**src/rtl/fp_pkg.sv**
```systemverilog
// fp_pkg: flag indices, format helpers and FSM state type
// shared by the sequential floating-point divider.
package fp_pkg;

  localparam int FLG_NX = 0;
  localparam int FLG_UF = 1;
  localparam int FLG_OF = 2;
  localparam int FLG_DZ = 3;
  localparam int FLG_NV = 4;

  typedef enum logic [2:0] {
    S_IDLE,
    S_RECIP,
    S_MUL,
    S_NORM,
    S_DONE
  } state_t;

  function automatic int fp_exp_w(input int t);
    return (t == 16) ? 5 : 8;
  endfunction

  function automatic int fp_frac_w(input int t);
    return (t == 16) ? 10 : 23;
  endfunction

  function automatic int fp_bias(input int t);
    return (t == 16) ? 15 : 127;
  endfunction

  function automatic logic [31:0] fp_nan(input int t);
    return (t == 16) ? 32'h0000_7E00 : 32'h7FC0_0000;
  endfunction

  function automatic logic [31:0] fp_inf(input int t,
                                         input logic s);
    return (t == 16) ? {16'h0, s, 15'h7C00}
                     : {s, 31'h7F80_0000};
  endfunction

  function automatic logic [31:0] fp_zero(input int t,
                                          input logic s);
    return (t == 16) ? {16'h0, s, 15'h0}
                     : {s, 31'h0};
  endfunction

endpackage

```
**src/rtl/mant_mul_seq.sv**
```systemverilog
// mant_mul_seq: N-bit right-shifting shift-add multiplier,
// one multiplier bit per step, LSB first, 2N-bit product.
import fp_pkg::*;

module mant_mul_seq #(
  parameter int N = 24
) (
  input  logic           clk,
  input  logic           rst_n,
  input  logic           i_start,
  input  logic           i_step,
  input  logic [N-1:0]   i_a,
  input  logic [N-1:0]   i_b,
  output logic           o_done,
  output logic [2*N-1:0] o_prod
);

  localparam int CW = $clog2(N);

  logic [N-1:0]   r_mcand;
  logic [2*N-1:0] r_prod;
  logic [CW-1:0]  r_cnt;
  logic [N:0]     w_sum;

  assign w_sum = {1'b0, r_prod[2*N-1:N]}
               + (r_prod[0] ? {1'b0, r_mcand} : '0);

  // load operands on start, then add-and-shift once per step
  always_ff @(posedge clk or negedge rst_n) begin
    if (!rst_n) begin
      r_mcand <= '0;
      r_prod  <= '0;
      r_cnt   <= '0;
    end else if (i_start) begin
      r_mcand <= i_a;
      r_prod  <= {{N{1'b0}}, i_b};
      r_cnt   <= CW'(N - 1);
    end else if (i_step) begin
      r_prod <= {w_sum, r_prod[N-1:1]};
      if (r_cnt != '0)
        r_cnt <= r_cnt - 1'b1;
    end
  end

  assign o_done = i_step & (r_cnt == '0);
  assign o_prod = r_prod;

endmodule

```
**src/rtl/fp_div_seq.sv**
```systemverilog
// fp_div_seq: a / b computed as a * recip(b) with a serial
// mantissa multiplier. FP_DIV_RNE_EN selects round-to-nearest-even.
import fp_pkg::*;

module fp_div_seq #(
  parameter int TYPE = 32
) (
  input  logic            clk,
  input  logic            rst_n,
  input  logic            in_valid,
  output logic            in_ready,
  input  logic [TYPE-1:0] a_bits,
  input  logic [TYPE-1:0] b_bits,
  output logic [TYPE-1:0] recip_operand,
  input  logic [TYPE-1:0] recip_bits,
  input  logic [4:0]      recip_flags,
  output logic            out_valid,
  input  logic            out_ready,
  output logic [TYPE-1:0] out_bits,
  output logic [4:0]      out_flags
);

  localparam int EXP  = fp_exp_w(TYPE);
  localparam int FRAC = fp_frac_w(TYPE);
  localparam int BIAS = fp_bias(TYPE);
  localparam int N    = FRAC + 1;
  localparam logic signed [10:0] EMAX = 11'((1 << EXP) - 1);

  state_t r_state, w_next;

  logic [TYPE-1:0] r_a, r_b, r_out_bits;
  logic [4:0]      r_out_flags;
  logic [EXP-1:0]  r_r_exp;
  logic            r_rnx;

  logic [EXP-1:0]  w_a_exp, w_b_exp;
  logic [FRAC-1:0] w_a_frac, w_b_frac;
  logic            w_sign;
  logic            w_a_nan, w_a_inf, w_a_zero;
  logic            w_b_nan, w_b_inf, w_b_zero;
  logic            w_special;
  logic [TYPE-1:0] w_spec_bits;
  logic [4:0]      w_spec_flags;

  logic            w_mul_done;
  logic [2*N-1:0]  w_p;
  logic            w_hi, w_disc;
  logic [FRAC-1:0] w_mant, w_mant_r;
  logic signed [10:0] w_exp, w_exp_f;
  logic [TYPE-1:0] w_norm_bits;
  logic [4:0]      w_norm_flags;
  logic            w_unused;

`ifdef FP_DIV_RNE_EN
  logic w_g, w_s, w_up, w_carry;
`endif

  assign w_a_exp  = r_a[TYPE-2 -: EXP];
  assign w_b_exp  = r_b[TYPE-2 -: EXP];
  assign w_a_frac = r_a[FRAC-1:0];
  assign w_b_frac = r_b[FRAC-1:0];
  assign w_sign   = r_a[TYPE-1] ^ r_b[TYPE-1];

  assign w_a_nan  = (&w_a_exp) & (|w_a_frac);
  assign w_a_inf  = (&w_a_exp) & ~(|w_a_frac);
  assign w_a_zero = (w_a_exp == '0);
  assign w_b_nan  = (&w_b_exp) & (|w_b_frac);
  assign w_b_inf  = (&w_b_exp) & ~(|w_b_frac);
  assign w_b_zero = (w_b_exp == '0) & ~(|w_b_frac);

  assign w_unused = ^{recip_bits[TYPE-1], recip_flags[4:1]};

  // special-operand classification, highest priority first
  always_comb begin
    w_special    = 1'b1;
    w_spec_bits  = TYPE'(fp_nan(TYPE));
    w_spec_flags = '0;
    if (w_a_nan | w_b_nan) begin
      w_spec_flags[FLG_NV] = 1'b1;
    end else if ((w_a_inf & w_b_inf) | (w_a_zero & w_b_zero)) begin
      w_spec_flags[FLG_NV] = 1'b1;
    end else if (w_a_inf) begin
      w_spec_bits = TYPE'(fp_inf(TYPE, w_sign));
    end else if (w_b_zero) begin
      w_spec_bits = TYPE'(fp_inf(TYPE, w_sign));
      w_spec_flags[FLG_DZ] = 1'b1;
    end else if (w_a_zero | w_b_inf) begin
      w_spec_bits = TYPE'(fp_zero(TYPE, w_sign));
    end else begin
      w_special = 1'b0;
    end
  end

  mant_mul_seq #(.N(N)) u_mul (
    .clk     (clk),
    .rst_n   (rst_n),
    .i_start ((r_state == S_RECIP) & ~w_special),
    .i_step  (r_state == S_MUL),
    .i_a     ({1'b1, w_a_frac}),
    .i_b     ({1'b1, recip_bits[FRAC-1:0]}),
    .o_done  (w_mul_done),
    .o_prod  (w_p)
  );

  // normalize product, optionally round, range check and pack
  always_comb begin
    w_hi   = w_p[2*N-1];
    w_mant = w_hi ? w_p[2*N-2 -: FRAC] : w_p[2*N-3 -: FRAC];
    w_disc = w_hi ? (|w_p[N-1:0]) : (|w_p[N-2:0]);
    w_exp  = $signed(11'(w_a_exp) + 11'(r_r_exp)
                     - 11'(BIAS) + 11'(w_hi));
`ifdef FP_DIV_RNE_EN
    w_g  = w_hi ? w_p[N-1] : w_p[N-2];
    w_s  = w_hi ? (|w_p[N-2:0]) : (|w_p[N-3:0]);
    w_up = w_g & (w_s | w_mant[0]);
    {w_carry, w_mant_r} = {1'b0, w_mant} + (FRAC+1)'(w_up);
    w_exp_f = $signed(w_exp + 11'(w_carry));
`else
    w_mant_r = w_mant;
    w_exp_f  = w_exp;
`endif
    w_norm_bits  = '0;
    w_norm_flags = '0;
    if (w_exp_f >= EMAX) begin
      w_norm_bits = TYPE'(fp_inf(TYPE, w_sign));
      w_norm_flags[FLG_OF] = 1'b1;
    end else if (w_exp_f <= 11'sd0) begin
      w_norm_bits = TYPE'(fp_zero(TYPE, w_sign));
      w_norm_flags[FLG_UF] = 1'b1;
    end else begin
      w_norm_bits = {w_sign, w_exp_f[EXP-1:0], w_mant_r};
      w_norm_flags[FLG_NX] = w_disc | r_rnx;
    end
  end

  // state register
  always_ff @(posedge clk or negedge rst_n) begin
    if (!rst_n)
      r_state <= S_IDLE;
    else
      r_state <= w_next;
  end

  // next-state decode
  always_comb begin
    w_next = r_state;
    unique case (r_state)
      S_IDLE:  if (in_valid) w_next = S_RECIP;
      S_RECIP: w_next = w_special ? S_DONE : S_MUL;
      S_MUL:   if (w_mul_done) w_next = S_NORM;
      S_NORM:  w_next = S_DONE;
      S_DONE:  if (out_ready) w_next = S_IDLE;
      default: w_next = S_IDLE;
    endcase
  end

  // operand capture, reciprocal capture and result registers
  always_ff @(posedge clk or negedge rst_n) begin
    if (!rst_n) begin
      r_a         <= '0;
      r_b         <= '0;
      r_r_exp     <= '0;
      r_rnx       <= 1'b0;
      r_out_bits  <= '0;
      r_out_flags <= '0;
    end else begin
      if ((r_state == S_IDLE) && in_valid) begin
        r_a <= a_bits;
        r_b <= b_bits;
      end
      if (r_state == S_RECIP) begin
        r_r_exp <= recip_bits[TYPE-2 -: EXP];
        r_rnx   <= recip_flags[FLG_NX];
        if (w_special) begin
          r_out_bits  <= w_spec_bits;
          r_out_flags <= w_spec_flags;
        end
      end
      if (r_state == S_NORM) begin
        r_out_bits  <= w_norm_bits;
        r_out_flags <= w_norm_flags;
      end
    end
  end

  assign in_ready      = (r_state == S_IDLE);
  assign out_valid     = (r_state == S_DONE);
  assign out_bits      = r_out_bits;
  assign out_flags     = r_out_flags;
  assign recip_operand = r_b;

endmodule

```
**config.mk**
```make
export PLATFORM = sky130hd
export DESIGN_NAME = fp_div_seq
export DESIGN_NICKNAME = d
export VERILOG_FILES = /design/src/rtl/fp_pkg.sv /design/src/rtl/mant_mul_seq.sv /design/src/rtl/fp_div_seq.sv
export SDC_FILE = /design/constraint.sdc
export NUM_CORES = 1
export LEC_CHECK = 0
export ABC_AREA = 0
export BUFFER_PORTS_ARGS = -buffer_cell sky130_fd_sc_hd__buf_2
export CAP_MARGIN = 30
export CORE_MARGIN = 1
export CORE_UTILIZATION = 40
export DETAILED_ROUTE_END_ITERATION = 7
export MAX_ROUTING_LAYER = met4
export PLACE_DENSITY_LB_ADDON = 0.15
export SETUP_SLACK_MARGIN = 0.2
export SKIP_CTS_REPAIR_TIMING = 1
export SLEW_MARGIN = 20
export SYNTH_ARGS = -nofsm -noshare
export SYNTH_HDL_FRONTEND = slang
export SYNTH_SLANG_ARGS = --single-unit
```
**constraint.sdc**
```tcl
create_clock -name clk -period 4.6 [get_ports clk]
set_clock_uncertainty 0.2 [all_clocks]
set_input_delay 0.92 -clock clk [delete_from_list [all_inputs] [get_ports clk]]
set_output_delay 0.92 -clock clk [all_outputs]
set_load 0.01 [all_outputs]
```
==> results.yml, run 1 <==
run_status:
  outcome: "finished clean"
cts:
  root_buffer: "clkbuf_16"
  cts_max_path_buffers: 2
  numCtsBuffers: 17
  worstSkewPairLatency_ns: 0.43
  h-tree-depth: 4
  cts_tree: "built"
  path_clk_slew_ns: 0.07
  clock_sinks: 190
critical_path:
  crit_type: "register to register"
  startpoint: "r_a[24]$_DFFE_PN0P_"
  max_stage_delay_ns: 0.47
  r2r_end: "out_bits[2]$_DFFE_PN0P_"
  ff2ff_setup_slack_ns: 0.54
  critical_path.top_delay_family: "compound AO/OA/AOI/OAI gates"
  cp.buffers_inverters: 1
  r2r_start: "r_a[24]$_DFFE_PN0P_"
  cp_data_arrival_time_ns: 4.15
  worst-path-stages: 11
  worst-r2r-cell-count: 11
  critPathSlowestCell: "fa_1"
  worstPathRequired_ns: 4.70
  worstPathMaxFanout: 24
  endpoint_kind: "register"
  start_kind: "register"
  crit_chain: "ha_1 > ha_1 > fa_1 > a211o_1 > a211o_1 > a221o_1 > nor4_1 > o31ai_2 > nand4_2 > buf_4 > o21ai_1"
global_routing:
  antenna_found_initial: 3
  grt_pass1_vias: 7573
  grt_max_degree: 111
  track_usage_pct: 19.8
  gr-total-overflow: 0
  grt_pass1_wl_um: 39400
timing:
  rsz0062_at_grt: "false"
  setup_tns_ns: 0
  slew_viol_final: 0
  period_minus_slack_ns: 4.06
  max_freq_mhz: 247
  period_share_pct: 88.2
  hold_viol_final: 0
  setup_violations: 0
  tightest_slew_ns: 0.793
  max_slew_margin_pct: 47.1
route:
  num_vias: 7705
  via_per_inst: 5.17
  drtPass1Iterations: 4
  drc: 0
  drt-initial-drc-count: 370
  routed_wl_um: 23600
  wl_per_cell_um: 15.8
  drtAntennaViolNets: 0
final_layout:
  nNetsFinal: 1301
  final_common_cell: "dfrtp_1"
  syn2layout_area_growth_pct: 18.7
  mostFrequentLayoutCells: "dfrtp_1 (190), nand2_1 (179), buf_2 (169)"
  final_layout_size_suffix_gt1_share_pct: 27.7
power_and_ir_drop:
  power_uw: 9090
  p_per_area_nw_per_um2: 767
  leakage_uw: 0.00561
  ir_worst_vdd_uv: 288
flow_run:
  cap_viol_max_count: 0
placement:
  dpl.hpwl_um: 16900
  port-buffer-count: 170
  gp_congestion: 0.823
synth:
  ys_types: 62
  yosysWarningCount: 0
  synth_seq_area_share_pct: 47.6
  synth_nets: 1141
  postSynthCellCount: 991
  async_reset_ff_share_pct: 100
  yosys_most_used_dff: "dfrtp_1"
  syn_area_per_cell_um2: 10.1
  synthesis.area_um2: 9980
  synth-edff-count: 0
  ys_ff_latch: 190
die:
  core_area_um2: 24400
  initial_core_util_pct: 40.9
  pin_count: 176
  die_height_um: 160
  rows: 57
  die_area_um2: 25600
  die_width_um: 160
min_path:
  hp-class: "primary input to asynchronous set/reset pin"
-- flip-flops by register name, indices dropped and copies added (netlist names) --
signal and cells:
out_bits 32, out_flags 5, r_a 32, r_r_exp 8, r_rnx 1, r_state 3
recip_operand 32, u_mul.o_prod 48, u_mul.r_cnt 5, u_mul.r_mcand 24
-- cell type report --
class | instances | area [um2]
clock inverter | 15 | 178
fill | 2349 | 12500
sequential | 190 | 4750
tap | 324 | 405
multi-input combinational | 733 | 4970
antenna | 3 | 7.51
inverter | 21 | 78.8
clock buffer | 17 | 425
timing repair buffer | 188 | 1030
-- per-stage QoR --
| step | instance area, um2 | util [%] | cells | hold WS (ns) | setup slack (ns) |
|---|---|---|---|---|---|
| after global placement | 11200 | 45.9 | 1455 | 0.243 | 0.580 |
| final | 11800 | 48.6 | 1491 | 0.199 | 0.544 |
| after CTS | 11800 | 48.4 | 1487 | 0.272 | 0.538 |
| after global routing | 11800 | 48.6 | 1491 | 0.197 | 0.305 |
| after detailed placement | 11200 | 45.9 | 1455 | 0.254 | 0.544 |
| after floorplan | 9980 | - | 991 | 0.225 | 0.902 |
-- routing by layer --
| layer | track usage [%] | vias up | part of all wire [%] |
|---|---|---|---|
| met5 | - | - | 0 |
| met3 | 3.79 | 15 | 4.2 |
| met4 | 4.37 | 0 | 0.90 |
| li1 | - | 3868 | - |
| met2 | 29.8 | 154 | 45 |
| met1 | 27.7 | 3668 | 50 |
-- cells in the mapped netlist, drive strengths merged (13+ instances only) --
master / number / area, um2
nor4: 21 / 131
and2: 30 / 188
nand2: 180 / 676
nor2: 57 / 214
mux2: 70 / 788
o21ai: 58 / 362
xnor2: 17 / 149
a31oi: 25 / 156
dfrtp: 190 / 4750
nor3: 16 / 91.3
a21o: 13 / 97.6
clkbuf: 42 / 158
mux2i: 27 / 270
a21oi: 27 / 135
inv: 21 / 78.8
nand4: 13 / 87.6
nand3: 21 / 105
ha: 43 / 538
-- worst max-delay path by stage --
stage                                    end  slack [ns]
floorplan           out_bits[25]$_DFFE_PN0P_        0.90
global placement     out_bits[0]$_DFFE_PN0P_        0.58
detailed placement  out_flags[0]$_DFFE_PN0P_        0.54
CTS                  out_bits[2]$_DFFE_PN0P_        0.54
global route         out_bits[2]$_DFFE_PN0P_        0.31
finish               out_bits[2]$_DFFE_PN0P_        0.54
-- logic make-up after synthesis --
group | after synthesis | share of synthesized area [%]
buffers and inverters | 68 | 2.80
flip-flops | 190 | 47.6
XOR/XNOR | 29 | 2.55
AO/OA/AOI/OAI | 185 | 13.0
adder cells (fa/ha/maj) | 45 | 5.79
AND/OR/NAND/NOR | 377 | 17.7
multiplexers | 97 | 10.6
-- power breakdown --
| part | total [uW] | switching, uW | internal, uW | leakage (uW) |
|---|---|---|---|---|
| Clock | 1520 | 696 | 823 | 0.000296 |
| Combinational | 4520 | 2560 | 1970 | 0.00299 |
| Sequential | 3040 | 591 | 2450 | 0.00232 |
| Total | 9090 | 3840 | 5240 | 0.00561 |
(Power assumes the default switching activity.)
==> run 2: changes to the inputs <==
==> constraint.sdc (replaced) <==
create_clock -name clk -period 5 [get_ports clk]
set_clock_uncertainty 0.2 [all_clocks]
set_input_delay 1 -clock clk [delete_from_list [all_inputs] [get_ports clk]]
set_output_delay 1 -clock clk [all_outputs]
set_load 0.01 [all_outputs]
==> run 2 against run 1 <==
Compared with the run above: combinational power down 8.2%; design area shrank 0.85%; clock power shrank 14%; critical path depth unchanged; flip-flop and latch count unchanged; power fell by 9.0%; sequential share of layout area rose by 0.34 points; die area stayed put; critical path type unchanged; largest cell class unchanged.
==> results.yml, run 2 (synthesis gave the netlist of run 1 again) <==
timing:
  period_share_pct: 84.2
  max_slew_margin_pct: 37.3
  period_minus_slack_ns: 4.21
  tightest_slew_ns: 0.941
  setup_slack_ns: 0.788
  setup_violations: 0
  rsz0062_at_grt: "false"
  max_freq_mhz: 237
  timing.hold.ws_ns: 0.268
  slew_viol_final: 0
  setup_tns_ns: 0
  hold_viol_final: 0
die:
  rows: 57
  die_width_um: 160
  pin_count: 176
  die_height_um: 160
  core_area_um2: 24400
  die_area_um2: 25600
  initial_core_util_pct: 40.9
route:
  num_vias: 7692
  drtAntennaViolNets: 0
  routed_wl_um: 23600
  wl_per_cell_um: 15.9
  drc: 0
  drt-initial-drc-count: 380
  via_per_inst: 5.17
  drtPass1Iterations: 5
cts:
  worstSkewPairLatency_ns: 0.43
  cts_tree: "built"
  h-tree-depth: 4
  cts_max_path_buffers: 2
  path_clk_slew_ns: 0.08
  numCtsBuffers: 17
  root_buffer: "clkbuf_16"
  clock_sinks: 190
run_status:
  outcome: "finished clean"
flow_run:
  cap_viol_max_count: 0
placement:
  port-buffer-count: 170
  dp_slack_ns: 0.857
  placed_cell_area_um2: 11200
  gp_congestion: 0.819
  dpl.hpwl_um: 16700
critical_path:
  crit_type: "register to register"
  cp_data_arrival_time_ns: 4.31
  crit_chain: "ha_1 > ha_1 > fa_1 > a211o_1 > a211o_1 > a221o_1 > nor4_1 > o31ai_2 > nand4_2 > buf_4 > o21ai_1"
  endpoint_kind: "register"
  max_stage_delay_ns: 0.53
  worstPathRequired_ns: 5.10
  start_kind: "register"
  critPathSlowestCell: "nor4_1"
  worstPathMaxFanout: 24
  ff2ff_setup_slack_ns: 0.79
power_and_ir_drop:
  ir_worst_vdd_uv: 268
  leakage_uw: 0.00555
  p_per_area_nw_per_um2: 704
final_layout:
  mostFrequentLayoutCells: "dfrtp_1 (190), nand2_1 (179), buf_2 (169)"
  syn2layout_area_growth_pct: 17.7
  multi_input_area_um2: 4970
  fin_util_pct: 48.1
  nNetsFinal: 1294
  final_layout_size_suffix_gt1_share_pct: 27.1
  register_area_um2: 4750
  final_common_cell: "dfrtp_1"
  largest_register_ffs: 48
  final.fill_count: 2351
  fin_area_um2: 11700
global_routing:
  grt_pass1_vias: 7502
  antenna_found_initial: 6
  gr-total-overflow: 0
  grt_max_degree: 126
  track_usage_pct: 19.5
  grt_pass1_wl_um: 38900
min_path:
  hp-class: "register to register"
[run 2: changes by cell type in the layout (fill, tap and decap cells not counted), moves of 2 or more]
| cell | before | now |
|---|---|---|
| inv_6 | 5 | 1 |
| buf_4 | 16 | 9 |
| clkinvlp_4 | 1 | 3 |
| inv_8 | 2 | 6 |
| diode_2 | 3 | 6 |
| bufinv_16 | 2 | 0 |
[run 2: critical path: cells and delay by family, from the launching register on]
family                     cells  cell delay [ns]
AOI/OAI and AO/OA              5             1.35
adders and majority gates      3             1.05
and+or+nand+nor                2             0.64
DFF                            1             0.42
buffers and inverters          1             0.40
[run 2: layout make-up]
| cell class | count | area share [%] |
|---|---|---|
| Antenna cell | 6 | 0.128 |
| Clock inverter | 14 | 1.08 |
| Inverter | 21 | 0.671 |
| Tap cell | 324 | 3.45 |
| Sequential cell | 190 | 40.5 |
| Timing Repair Buffer | 181 | 8.24 |
| Multi-Input combinational cell | 733 | 42.3 |
| Clock buffer | 18 | 3.65 |
[run 2: per-stage QoR]
step | instances | power (uW)
after floorplan | 991 | 5870
after global placement | 1449 | 6920
after detailed placement | 1449 | 6990
after CTS | 1481 | 8330
after global routing | 1487 | 8960
final | 1487 | 8270
[run 2: final timing paths]
| kind | from | endpoint | cells past startpoint |
|---|---|---|---|
| worst max-delay path | r_a[24]$_DFFE_PN0P_ | out_bits[2]$_DFFE_PN0P_ | 11 |
| worst min-delay path | u_mul.r_mcand[10]$_DFFE_PN0P_ | u_mul.r_mcand[10]$_DFFE_PN0P_ | 2 |
| worst max register to register | r_a[24]$_DFFE_PN0P_ | out_bits[2]$_DFFE_PN0P_ | 11 |
| worst min register to register | u_mul.r_mcand[10]$_DFFE_PN0P_ | u_mul.r_mcand[10]$_DFFE_PN0P_ | 2 |
| max in group asynchronous | rst_n | u_mul.r_mcand[2]$_DFFE_PN0P_ | 2 |
| min in group asynchronous | rst_n | out_bits[26]$_DFFE_PN0P_ | 1 |
[run 2: per-layer routing]
metal,routed length (um),track usage (%),vias up
met5,0,-,-
met4,322,5.37,0
met3,1060,4.03,20
met2,10500,28.7,161
met1,11800,27.2,3655
li1,-,-,3856
[run 2: where the power goes]
part / internal [uW] / switching (uW) / total [uW] / leakage, uW
sequential: 2250 / 553 / 2810 / 0.00232
combinational: 1800 / 2350 / 4150 / 0.00295
clock: 659 / 654 / 1310 / 0.000268
==> run 3: changes to the inputs <==
--- a/config.mk
+++ b/config.mk
@@ -5,7 +5,7 @@
 export SDC_FILE = /design/constraint.sdc
 export NUM_CORES = 1
 export LEC_CHECK = 0
-export ABC_AREA = 0
+export ABC_AREA = 1
 export BUFFER_PORTS_ARGS = -buffer_cell sky130_fd_sc_hd__buf_2
 export CAP_MARGIN = 30
 export CORE_MARGIN = 1
==> constraint.sdc (replaced) <==
create_clock -name clk -period 3.65 [get_ports clk]
set_clock_uncertainty 0.2 [all_clocks]
set_input_delay 0.73 -clock clk [delete_from_list [all_inputs] [get_ports clk]]
set_output_delay 0.73 -clock clk [all_outputs]
set_load 0.01 [all_outputs]
==> run 3 against run 2 <==
Compared with the run above: utilization rose by 0.54 points; area after synthesis increased by 4.8%; critical path depth rose by 6; clock-buffer cell count is 1 higher; largest power group unchanged; routed wire length grew 8.4%; sequential share of layout area is 2.0 points lower; critical endpoint is now out_bits[1]$_DFFE_PN0P_; highest routed layer unchanged; synthesized cell count is 29% higher; largest cell class unchanged.
==> results.yml, run 3 <==
route:
  drc: 0
  wl_met3_um: 1250
  drtPass1Iterations: 5
  drtAntennaViolNets: 0
  num_vias: 8729
  via_per_inst: 4.87
  wl_per_cell_um: 14.3
  met2WireLength_um: 11600
  routed_wl_um: 25600
  top_layer_used: "met4"
  drt-initial-drc-count: 412
  wl_met1_um: 12500
final_layout:
  finalNonFillerCells: 1791
  final_common_cell: "nand2_1"
  largest_register_ffs: 48
  final_layout_size_suffix_gt1_share_pct: 21.5
  syn2layout_area_growth_pct: 18.3
  final.fill_count: 2598
  nNetsFinal: 1597
  fin_area_um2: 12400
  mostFrequentLayoutCells: "nand2_1 (332), dfrtp_1 (190), inv_1 (172)"
cts:
  numCtsBuffers: 17
  cts_max_path_buffers: 2
  path_clk_slew_ns: 0.08
  clock_sinks: 190
  h-tree-depth: 4
  root_buffer: "clkbuf_16"
  cts_tree: "built"
  worstSkewPairLatency_ns: 0.43
critical_path:
  crit_type: "register to register"
  worstPathRequired_ns: 3.77
  cp_data_arrival_time_ns: 3.37
  critPathSlowestCell: "fa_2"
  cp.buffers_inverters: 2
  worst-r2r-cell-count: 17
  critical_path.top_delay_family: "simple AND/OR/NAND/NOR gates"
  ff2ff_setup_slack_ns: 0.41
  r2r_end: "out_bits[1]$_DFFE_PN0P_"
  worst-path-stages: 17
  crit_chain: "ha_1 > ha_2 > fa_2 > nand3_1 > nor2_2 > nand3_2 > nor2_4 > nand3_4 > nand2_2 > inv_2 > nor2_4 > nand3_4 > nand2_4 > nor2_8 > buf_12 > nand3_1 > nand2_1"
  start_kind: "register"
  r2r_start: "r_a[24]$_DFFE_PN0P_"
  startpoint: "r_a[24]$_DFFE_PN0P_"
  max_stage_delay_ns: 0.56
  endpoint_kind: "register"
  worstPathMaxFanout: 23
die:
  die_height_um: 164
  die_width_um: 164
  rows: 58
  core_area_um2: 25400
  pin_count: 176
  die_area_um2: 26800
  initial_core_util_pct: 41.2
synth:
  synth_nets: 1431
  syn_area_per_cell_um2: 8.16
  yosysMostFrequentCell: "nand2_1"
  async_reset_ff_share_pct: 100
  synthTopCellsByArea: "dfrtp_1 (45%), nand2_1 (12%), inv_1 (6.2%)"
  synth-edff-count: 0
  synth_common_cells: "nand2_1 (333), dfrtp_1 (190), inv_1 (172), o21ai_0 (96), nor2_1 (92)"
  synthesis.area_um2: 10500
  synth_seq_area_share_pct: 45.5
  ys_types: 49
  yosysTopAreaCellShare_pct: 45.5
  postSynthCellCount: 1281
  yosysTopAreaCell: "dfrtp_1"
  ys_ff_latch: 190
  yosysWarningCount: 0
  yosys_most_used_dff: "dfrtp_1"
flow_run:
  cap_viol_max_count: 0
timing:
  tightest_slew_ns: 0.600
  setup_tns_ns: 0
  period_share_pct: 88.9
  max_slew_margin_pct: 59.9
  period_minus_slack_ns: 3.24
  timing.hold.ws_ns: 0.0310
  max_freq_mhz: 308
  rsz0062_at_grt: "false"
  slew_viol_final: 0
  setup_violations: 0
  hold_viol_final: 0
placement:
  placed_cell_area_um2: 11700
  dpl.cell_count: 1755
  dpl.hpwl_um: 19200
  gp_congestion: 0.887
  port-buffer-count: 170
global_routing:
  grt_pass1_vias: 8506
  antenna_found_initial: 1
  track_usage_pct: 20.6
  grt_max_degree: 67
  gr-total-overflow: 0
  grt_pass1_wl_um: 42400
power_and_ir_drop:
  ir_worst_vdd_uv: 472
  leakage_uw: 0.00669
  p_per_area_nw_per_um2: 952
run_status:
  outcome: "finished clean"
min_path:
  hp-class: "primary input to asynchronous set/reset pin"
## run 3: cell count changes in the layout (fill, tap and decap cells not counted), moves of 25 or more
cell	change
nand3_1	+25
a21oi_1	+43
nor2_1	+35
mux2i_1	-25
nand2_1	+153
nand3_2	+25
inv_1	+151
mux2_2	-35
o21ai_0	+64
and2_1	-29
## run 3: final cells by class
type,instances,area [um2],share of cell area [%]
clock inverter,13,149,1.20
tap,330,413,3.34
antenna,1,2.50,0.0202
sequential,190,4750,38.5
multi-input combinational,870,4870,39.4
timing repair buffer,191,1060,8.59
inverter,177,664,5.37
clock buffer,19,453,3.66
## run 3: cell families after synthesis
| family | synth area share (%) |
|---|---|
| xor+xnor | 0.922 |
| flops | 45.5 |
| mux | 3.96 |
| simple gates | 24.5 |
| fa+ha+maj | 5.53 |
| compound gates | 11.3 |
| buf+inv | 8.32 |
## run 3: worst reg2reg max path, cell delays in order (launching register included)
cell and delay (ns):
dfrtp_1 0.40, ha_1 0.31, ha_2 0.21, fa_2 0.56, nand3_1 0.12, nor2_2 0.14
nand3_2 0.12, nor2_4 0.13, nand3_4 0.11, nand2_2 0.11, inv_2 0.05, nor2_4 0.12
nand3_4 0.08, nand2_4 0.10, nor2_8 0.04, buf_12 0.17, nand3_1 0.11, nand2_1 0.05
## run 3: metal layers
layer / GRT usage [%] / up-vias
met5: - / -
met1: 27.9 / 4031
met2: 31.5 / 185
li1: - / 4495
met3: 4.47 / 18
met4: 4.34 / 0
## run 3: report_power, final
part	leakage (uW)	internal, uW	total [uW]	switching (uW)
combinational	0.00410	2270	6140	3870
sequential	0.00229	3080	3690	609
clock	0.000299	1070	1940	871
total	0.00669	6420	11800	5350
## run 3: worst max-delay path by stage
stage,to
after global placement,out_bits[1]$_DFFE_PN0P_
after CTS,out_bits[1]$_DFFE_PN0P_
final,out_bits[1]$_DFFE_PN0P_
after floorplan,out_bits[10]$_DFFE_PN0P_
after global routing,out_bits[1]$_DFFE_PN0P_
after detailed placement,out_bits[1]$_DFFE_PN0P_
## run 3: through the flow
step                setup slack (ns)  power (uW)  util (%)
finish                         0.407       11800      48.7
global route                   0.192       12900      48.7
CTS                            0.245       11800      48.5
detailed placement             0.274        9800      46.1
global placement               0.339        9680      46.0
floorplan                      0.560        8120         -
